File: src/rtl/pool2x2_stream.sv
// Streaming 2x2 / stride-2 average-or-max pooling over a raster-order feature map.
// One pixel (DEPTH packed channels) per beat in, one pooled pixel out per 2x2 block.
module pool2x2_stream #(
  parameter int DATA_WIDTH = 16,
  parameter int INPUT_H    = 28,
  parameter int INPUT_W    = 28,
  parameter int DEPTH      = 1
) (
  input  logic                        clk,
  input  logic                        reset,
  input  logic                        mode,
  input  logic                        in_valid,
  output logic                        in_ready,
  input  logic [DEPTH*DATA_WIDTH-1:0] in_data,
  output logic                        out_valid,
  input  logic                        out_ready,
  output logic [DEPTH*DATA_WIDTH-1:0] out_data,
  output logic                        out_last
);

  localparam int CW = $clog2(INPUT_W);
  localparam int RW = $clog2(INPUT_H);
  localparam int HW = INPUT_W / 2;
  localparam int AW = (HW > 1) ? $clog2(HW) : 1;
  localparam int PW = DATA_WIDTH + 1;
  localparam int SW = DATA_WIDTH + 2;

  logic [CW-1:0]         col;
  logic [RW-1:0]         row;
  logic                  modeLat;
  logic [DATA_WIDTH-1:0] hold    [DEPTH];
  logic [PW-1:0]         lineBuf [HW][DEPTH];
  logic [PW-1:0]         part    [DEPTH];
  logic [DATA_WIDTH-1:0] res     [DEPTH];

  logic          inXfer;
  logic          colOdd;
  logic          rowOdd;
  logic          lastCol;
  logic          lastRow;
  logic [AW-1:0] lbIdx;

  assign in_ready = !out_valid || out_ready;
  assign inXfer   = in_valid && in_ready;
  assign colOdd   = col[0];
  assign rowOdd   = row[0];
  assign lastCol  = (col == CW'(INPUT_W - 1));
  assign lastRow  = (row == RW'(INPUT_H - 1));
  assign lbIdx    = AW'(col >> 1);

  // Partials keep one guard bit so the 4-sample sum fits in SW bits.
  for (genvar c = 0; c < DEPTH; c++) begin : gCh
    logic signed [DATA_WIDTH-1:0] cur;
    logic signed [DATA_WIDTH-1:0] hd;
    logic signed [PW-1:0]         hSum;
    logic signed [PW-1:0]         hMax;
    logic signed [PW-1:0]         lb;
    logic signed [PW-1:0]         vMax;
    logic signed [SW-1:0]         total;

    assign cur   = in_data[c*DATA_WIDTH +: DATA_WIDTH];
    assign hd    = hold[c];
    assign hSum  = {cur[DATA_WIDTH-1], cur} + {hd[DATA_WIDTH-1], hd};
    assign hMax  = (cur > hd) ? {cur[DATA_WIDTH-1], cur}
                              : {hd[DATA_WIDTH-1], hd};
    assign part[c] = modeLat ? hMax : hSum;
    assign lb    = lineBuf[lbIdx][c];
    assign vMax  = (lb > hMax) ? lb : hMax;
    assign total = {lb[PW-1], lb} + {hSum[PW-1], hSum};
    assign res[c] = modeLat ? DATA_WIDTH'(vMax)
                            : DATA_WIDTH'(total >>> 2);
  end

  always_ff @(posedge clk) begin
    if (inXfer && colOdd && !rowOdd) begin
      for (int c = 0; c < DEPTH; c++) begin
        lineBuf[lbIdx][c] <= part[c];
      end
    end
  end

  always_ff @(posedge clk or negedge reset) begin
    if (!reset) begin
      col       <= '0;
      row       <= '0;
      modeLat   <= 1'b0;
      out_valid <= 1'b0;
      out_data  <= '0;
      out_last  <= 1'b0;
      for (int c = 0; c < DEPTH; c++) begin
        hold[c] <= '0;
      end
    end else begin
      if (inXfer) begin
        if (col == '0 && row == '0) begin
          modeLat <= mode;
        end
        if (!colOdd) begin
          for (int c = 0; c < DEPTH; c++) begin
            hold[c] <= in_data[c*DATA_WIDTH +: DATA_WIDTH];
          end
        end
        if (lastCol) begin
          col <= '0;
          row <= lastRow ? '0 : row + 1'b1;
        end else begin
          col <= col + 1'b1;
        end
      end
      if (inXfer && colOdd && rowOdd) begin
        out_valid <= 1'b1;
        out_last  <= lastRow && lastCol;
        for (int c = 0; c < DEPTH; c++) begin
          out_data[c*DATA_WIDTH +: DATA_WIDTH] <= res[c];
        end
      end else if (out_ready) begin
        out_valid <= 1'b0;
        out_last  <= 1'b0;
      end
    end
  end

endmodule

File: config.mk
export PLATFORM = sky130hd
export DESIGN_NAME = pool2x2_stream
export DESIGN_NICKNAME = d
export VERILOG_FILES = /design/src/rtl/pool2x2_stream.sv
export SDC_FILE = /design/constraint.sdc
export NUM_CORES = 1
export LEC_CHECK = 0
export ABC_CLOCK_PERIOD_IN_PS = 9300
export CORE_MARGIN = 1.5
export CORE_UTILIZATION = 45
export CTS_CLUSTER_DIAMETER = 80
export DETAILED_ROUTE_END_ITERATION = 6
export PLACE_DENSITY = 0.73
export SYNTH_ARGS = -nofsm -noshare
export SYNTH_HDL_FRONTEND = slang
export SYNTH_SLANG_ARGS = --single-unit
File: constraint.sdc
create_clock -name clk -period 9.3 [get_ports clk]
set_input_delay 1.395 -clock clk [delete_from_list [all_inputs] [get_ports clk]]
set_output_delay 1.395 -clock clk [all_outputs]
set_load 0.02 [all_outputs]
### Yosys cells after proc, flatten, opt, wreduce, memory -nomap -nowiden

Memory sizes are Yosys's and may differ from the RTL's.
Cells that the tools add are included.

| word-level totals | value |
|---|---|
| memory bits (writable) | 238 |
| output and inout port bits | 19 |
| register bits | 45 |
| memories | 1 |

Memory list:

| memory | words | width | read ports | clocked after Yosys merged registers in | wr ports | RTL line | text |
|---|---|---|---|---|---|---|---|
| lineBuf | 14 | 17 | 1 | 0 | 1 | 32 | `logic [PW-1:0] lineBuf [HW][DEPTH];` |

| cells by class | value |
|---|---|
| equality and inequality tests | 2 |
| mux-type cells | 11 |
| add/sub/neg operators | 4 |
| reduce and logical (&&, ||, !) cells | 15 |
| magnitude comparators | 2 |
| bitwise logic cells | 1 |

Operators with widths:

| operator | number |
|---|---|
| 2-to-1 mux 17 bit | 2 |
| 2-to-1 mux 16 bit | 2 |
| adder 17 x 17 -> 18 bit | 1 |
| adder 16 x 16 -> 17 bit | 1 |
| > comparator 17 bit | 1 |
| > comparator 16 bit | 1 |
| adder 5 x 1 -> 5 bit, second input constant | 2 |
| equality test 5 bit, second input constant | 2 |
| logical NOT 5 bit | 2 |
| 2-to-1 mux 5 bit | 2 |
| logical AND 1 bit | 6 |
| AND reduction 2 bit | 3 |
| 2-to-1 mux 1 bit | 5 |
| logical NOT 1 bit | 2 |
| nonzero test 2 bit | 1 |
| logical OR 1 bit | 1 |
| inverter 1 bit | 1 |

### Longest topological paths before layout

| logic depth | value |
|---|---|
| word-level depth | 7 |
| mapped depth | 23 |
| gate-level depth less buffers | 20 |

### Least setup slack after synthesis

OpenSTA, ideal clock, no wires.

| path | value |
|---|---|
| kind | input-to-reg |
| from | input port in_data[11] |
| to | register out_data[6] |
| library setup time | 0.125 ns |
| arrival time | 5.051 ns |
| stages | 19 |
| setup slack | 4.124 ns |
| cells stage by stage | ha_1 > clkbuf_1 > a211oi_1 > o21ai_0 > a221o_1 > nor3_2 > clkbuf_1 > o21ai_0 > a21boi_0 > ha_1 > nor2b_1 > o21ai_0 > a21oi_1 > o41ai_1 > o2bb2ai_1 > clkbuf_1 > o311ai_0 > o21ai_0 > mux2_2 |

| on the way | value |
|---|---|
| word-level cells in the longest chain between the ends | 5 |

Ends and longest elaborated chain:

| element | RTL line | text |
|---|---|---|
| start, declared | 14 | `input logic [DEPTH*DATA_WIDTH-1:0] in_data,` |
| > comparator 16 bit | 64 | `assign hMax = (cur > hd) ? {cur[DATA_WIDTH-1], cur}` |
| 2-to-1 mux 17 bit * | 64 |  |
| > comparator 17 bit | 68 | `assign vMax = (lb > hMax) ? lb : hMax;` |
| 2-to-1 mux 16 bit * | 68 |  |
| 2-to-1 mux 16 bit * | 70 | `assign res[c] = modeLat ? DATA_WIDTH'(vMax)` |
| end signal, assigned by index | 114 | `out_data[c*DATA_WIDTH +: DATA_WIDTH] <= res[c];` |
| end, declared | 17 | `output logic [DEPTH*DATA_WIDTH-1:0] out_data,` |

Every way passes the cells marked *; elsewhere a longest branch is shown, timed or not.
A chain may end at the register's enable or synchronous reset.

### Worst setup path in the final report

| path | value |
|---|---|
| from | input port in_data[11] |
| to | register out_data[13] |

| on the way | value |
|---|---|
| word-level cells in the longest chain between the ends | 5 |
| elaborated cells between the ends (all ways) | 7 |
| classes of those cells | add/sub (2); order compare (2); mux (3) |

Ends and longest elaborated chain:

| element | RTL line |
|---|---|
| > comparator 16 bit | 64 |
| 2-to-1 mux 17 bit | 64 |
| > comparator 17 bit | 68 |
| 2-to-1 mux 16 bit | 68 |
| 2-to-1 mux 16 bit * | 70 |

Marks and branches as above.

==> reports/metrics.csv <==
metric,value,unit
clock period minus worst slack,6.70,ns
complex-gate fraction of the synthesized area,9.33,%
starting density of the core,46.1,%
die span in y,178,um
Max Fanout on Critical Path,23,
post-CTS setup buffers,0,
final clock period utilization by the worst path,72.1,%
cell count after synthesis,972,
status,"complete, no violations",
total I/O pin count,40,
share of the yosys chip area belonging to registers,59.9,%
Synth Warn #,0,
commonest register cell after synthesis,sky130_fd_sc_hd__edfxtp_1,
Critical Path End Type,register,
Min-Delay Path Depth,1,
final setup violation count,0,
Nets,1113,
placement-stage worst setup slack,2.13,ns
Post-Synth XOR/XNOR Area,1.33,%
source of the worst register-to-register timing path,gCh[0].hd[11],
number of enable flip-flop cells after synthesis,238,
core area,0.0300,mm2
final number of hold-violating endpoints,0,
number of detailed-routing iterations run before antenna repair,5,
die width,178,um
most frequent cells in the layout,"sky130_fd_sc_hd__edfxtp_1 (238), sky130_fd_sc_hd__ha_1 (69), sky130_fd_sc_hd__mux4_2 (66), sky130_fd_sc_hd__nor2_1 (64), sky130_fd_sc_hd__nand2_1 (62)",
source-to-sink clock delay at the later pin of the worst-skew pair,0.57,ns
maximum count of clock buffers along a single path,3,
category of the worst setup path launch point,input pin,
Final Max Slew Viols,0,
number of maximum-capacitance violations,0,
library cell with the largest summed area after synthesis,sky130_fd_sc_hd__edfxtp_1,
synthesized netlist net count,1063,
DRC Markers,0,
average cell area after synthesis,14.2,um2
CTS tree,built,
number of buffers created by CTS,28,
quantity of I/O buffers inserted on ports,39,
Max Clock Freq,149,MHz
Setup TNS Final,0,ns
buffer cell driving the clock tree root,sky130_fd_sc_hd__clkbuf_16,
clock sinks,283,
final setup slack of the worst path,2.60,ns
starting DRC count in detailed routing,872,
Via Count,8683,
category of the critical setup timing path,in2reg,
signal arrival time at the worst endpoint,7.13,ns
Area contributors post-synth,"sky130_fd_sc_hd__edfxtp_1 (52%), sky130_fd_sc_hd__mux4_2 (11%), sky130_fd_sc_hd__dfrtp_1 (8.2%)",
adder-cell area share of the yosys netlist,6.40,%
placer congestion estimate,0.935,
fraction of layout instances using a drive strength above 1,16.6,%
All-Layer GR Usage,22.2,%
setup repair after global routing missed its margin,no,
r2r endpoint,out_data[13],
Vias per Instance,6.06,
Post-DP HPWL,23.2,mm
GRT overflow,0,
initial antenna violation count,0,
Netlist Area Pre-Place,0.0138,mm2
level count of the clock H-tree,1,
"commonest non-fill, non-tap cell in the layout",sky130_fd_sc_hd__edfxtp_1,
# fillers,2520,
Required @ worst endpoint,9.73,ns
main combinational cell family by area after synthesis,multiplexers,
count of instances resized after the clock tree is built,0,
clock slew seen by the registers of the worst setup and hold paths,0.06,ns
top cell type's share of synthesized area,51.7,%
transition time at the pin with the least slew margin,1.24,ns
area share of and/or/nand/nor cells after synthesis,8.29,%
number of antenna-violating nets in the routed design,0,
sum of routed wire length over all layers,34.2,mm
maximum number of pins on one net before global-route repair,52,
total of flip-flops plus latches after synthesis,283,
length in cells of the worst reg-to-reg path,18,
number of global-route vias before repair,8660,
routed length per instance,23.8,um
layout overhead on the synthesized area,12.9,%
site row count,63,
Post-synth ARST share,15.9,%
placed cell count,1382,
final hold slack,0.489,ns
distinct cell type count of the synthesized netlist,64,
multiplexer fraction of the synthesized cell area,12.7,%
Hold EP,out_data[7],
Die Area,0.0318,mm2
antenna diode count,0,
kind of path behind the tightest hold check,reg2reg,
HP Start,out_data[7],
worst-case register-to-register setup slack,3.51,ns
number of hold buffers added after cts,0,
global-route wire length before repair,52.2,mm
relative max-transition margin,17.2,%
clk_skew,0.0148,ns
Final Instance Count excl. Fillers,1434,
through the flow:
stage               util, %  instance area [um2]
global placement       49.2                14700
CTS                    52.1                15600
detailed placement     49.2                14700
floorplan                 -                13800
global route           52.1                15600
finish                 52.1                15600
routing by layer:
layer | wire length [um] | global-route usage, % | up-vias | share of wire (%)
li1 | - | - | 3894 | -
met1 | 14200 | 30.3 | 4376 | 42
met2 | 16500 | 36.9 | 342 | 48
met3 | 2300 | 3.01 | 71 | 6.7
met4 | 1190 | 7.50 | 0 | 3.5
met5 | 0 | 0 | - | 0
cells in the mapped netlist, drive strengths merged, types with 17 or more instances:
cell type,count
a21o,17
a21oi,43
clkbuf,26
dfrtp,45
edfxtp,238
ha,69
inv,32
mux2,19
mux4,66
nand2,62
nor2,75
nor3,30
o21ai,39
worst max path at each step:
stage           startpoint            to  slack (ns)  depth (start not counted)
2_1_floorplan  in_data[11]   out_data[6]        4.12                         19
3_3_place_gp   in_data[11]  out_data[11]        2.19                         17
3_5_place_dp   in_data[11]  out_data[13]        2.13                         18
4_1_cts        in_data[11]  out_data[13]        2.70                         18
5_1_grt        in_data[11]  out_data[13]        2.19                         18
6_report       in_data[11]  out_data[13]        2.60                         18
state kept, by name, indices dropped and copies added (netlist names):
signal / count
col: 5
gCh.hd: 16
lineBuf: 238
modeLat: 1
out_data: 16
out_last: 1
out_valid: 1
row: 5
worst max-delay path: stages:
cell	delay [ns]
sky130_fd_sc_hd__clkdlybuf4s50_1	0.49
sky130_fd_sc_hd__ha_1	0.42
sky130_fd_sc_hd__a211oi_1	0.23
sky130_fd_sc_hd__o21ai_0	0.17
sky130_fd_sc_hd__a221o_1	0.35
sky130_fd_sc_hd__nor3_2	0.73
sky130_fd_sc_hd__nor2_1	0.26
sky130_fd_sc_hd__a21boi_0	0.42
sky130_fd_sc_hd__ha_1	0.33
sky130_fd_sc_hd__nor2b_1	0.13
sky130_fd_sc_hd__o21ai_0	0.18
sky130_fd_sc_hd__a21oi_1	0.10
sky130_fd_sc_hd__o41ai_1	0.34
sky130_fd_sc_hd__o2bb2ai_1	0.34
sky130_fd_sc_hd__inv_1	0.64
sky130_fd_sc_hd__a31oi_1	0.25
sky130_fd_sc_hd__a22oi_1	0.24
sky130_fd_sc_hd__o211ai_1	0.12
cell type report:
cell class                      instances  area [um2]  share of cell area, %
Inverter                               32         120                  0.770
Multi-Input combinational cell        617        5300                   34.0
Clock buffer                           36         741                   4.75
Tap cell                              390         488                   3.13
Sequential cell                       283        8280                   53.1
Clock inverter                         16         119                  0.762
Timing Repair Buffer                   60         543                   3.48
kinds of logic after synthesis:
kind of cell    Yosys count
flops                   283
fa+ha+maj                70
simple gates            244
compound gates          192
buf+inv                  72
mux                      90
xor+xnor                 21
Power is left out: the tool's default activity adds up to more than one toggle a clock period on the data nets, which glitch-free logic cannot reach.
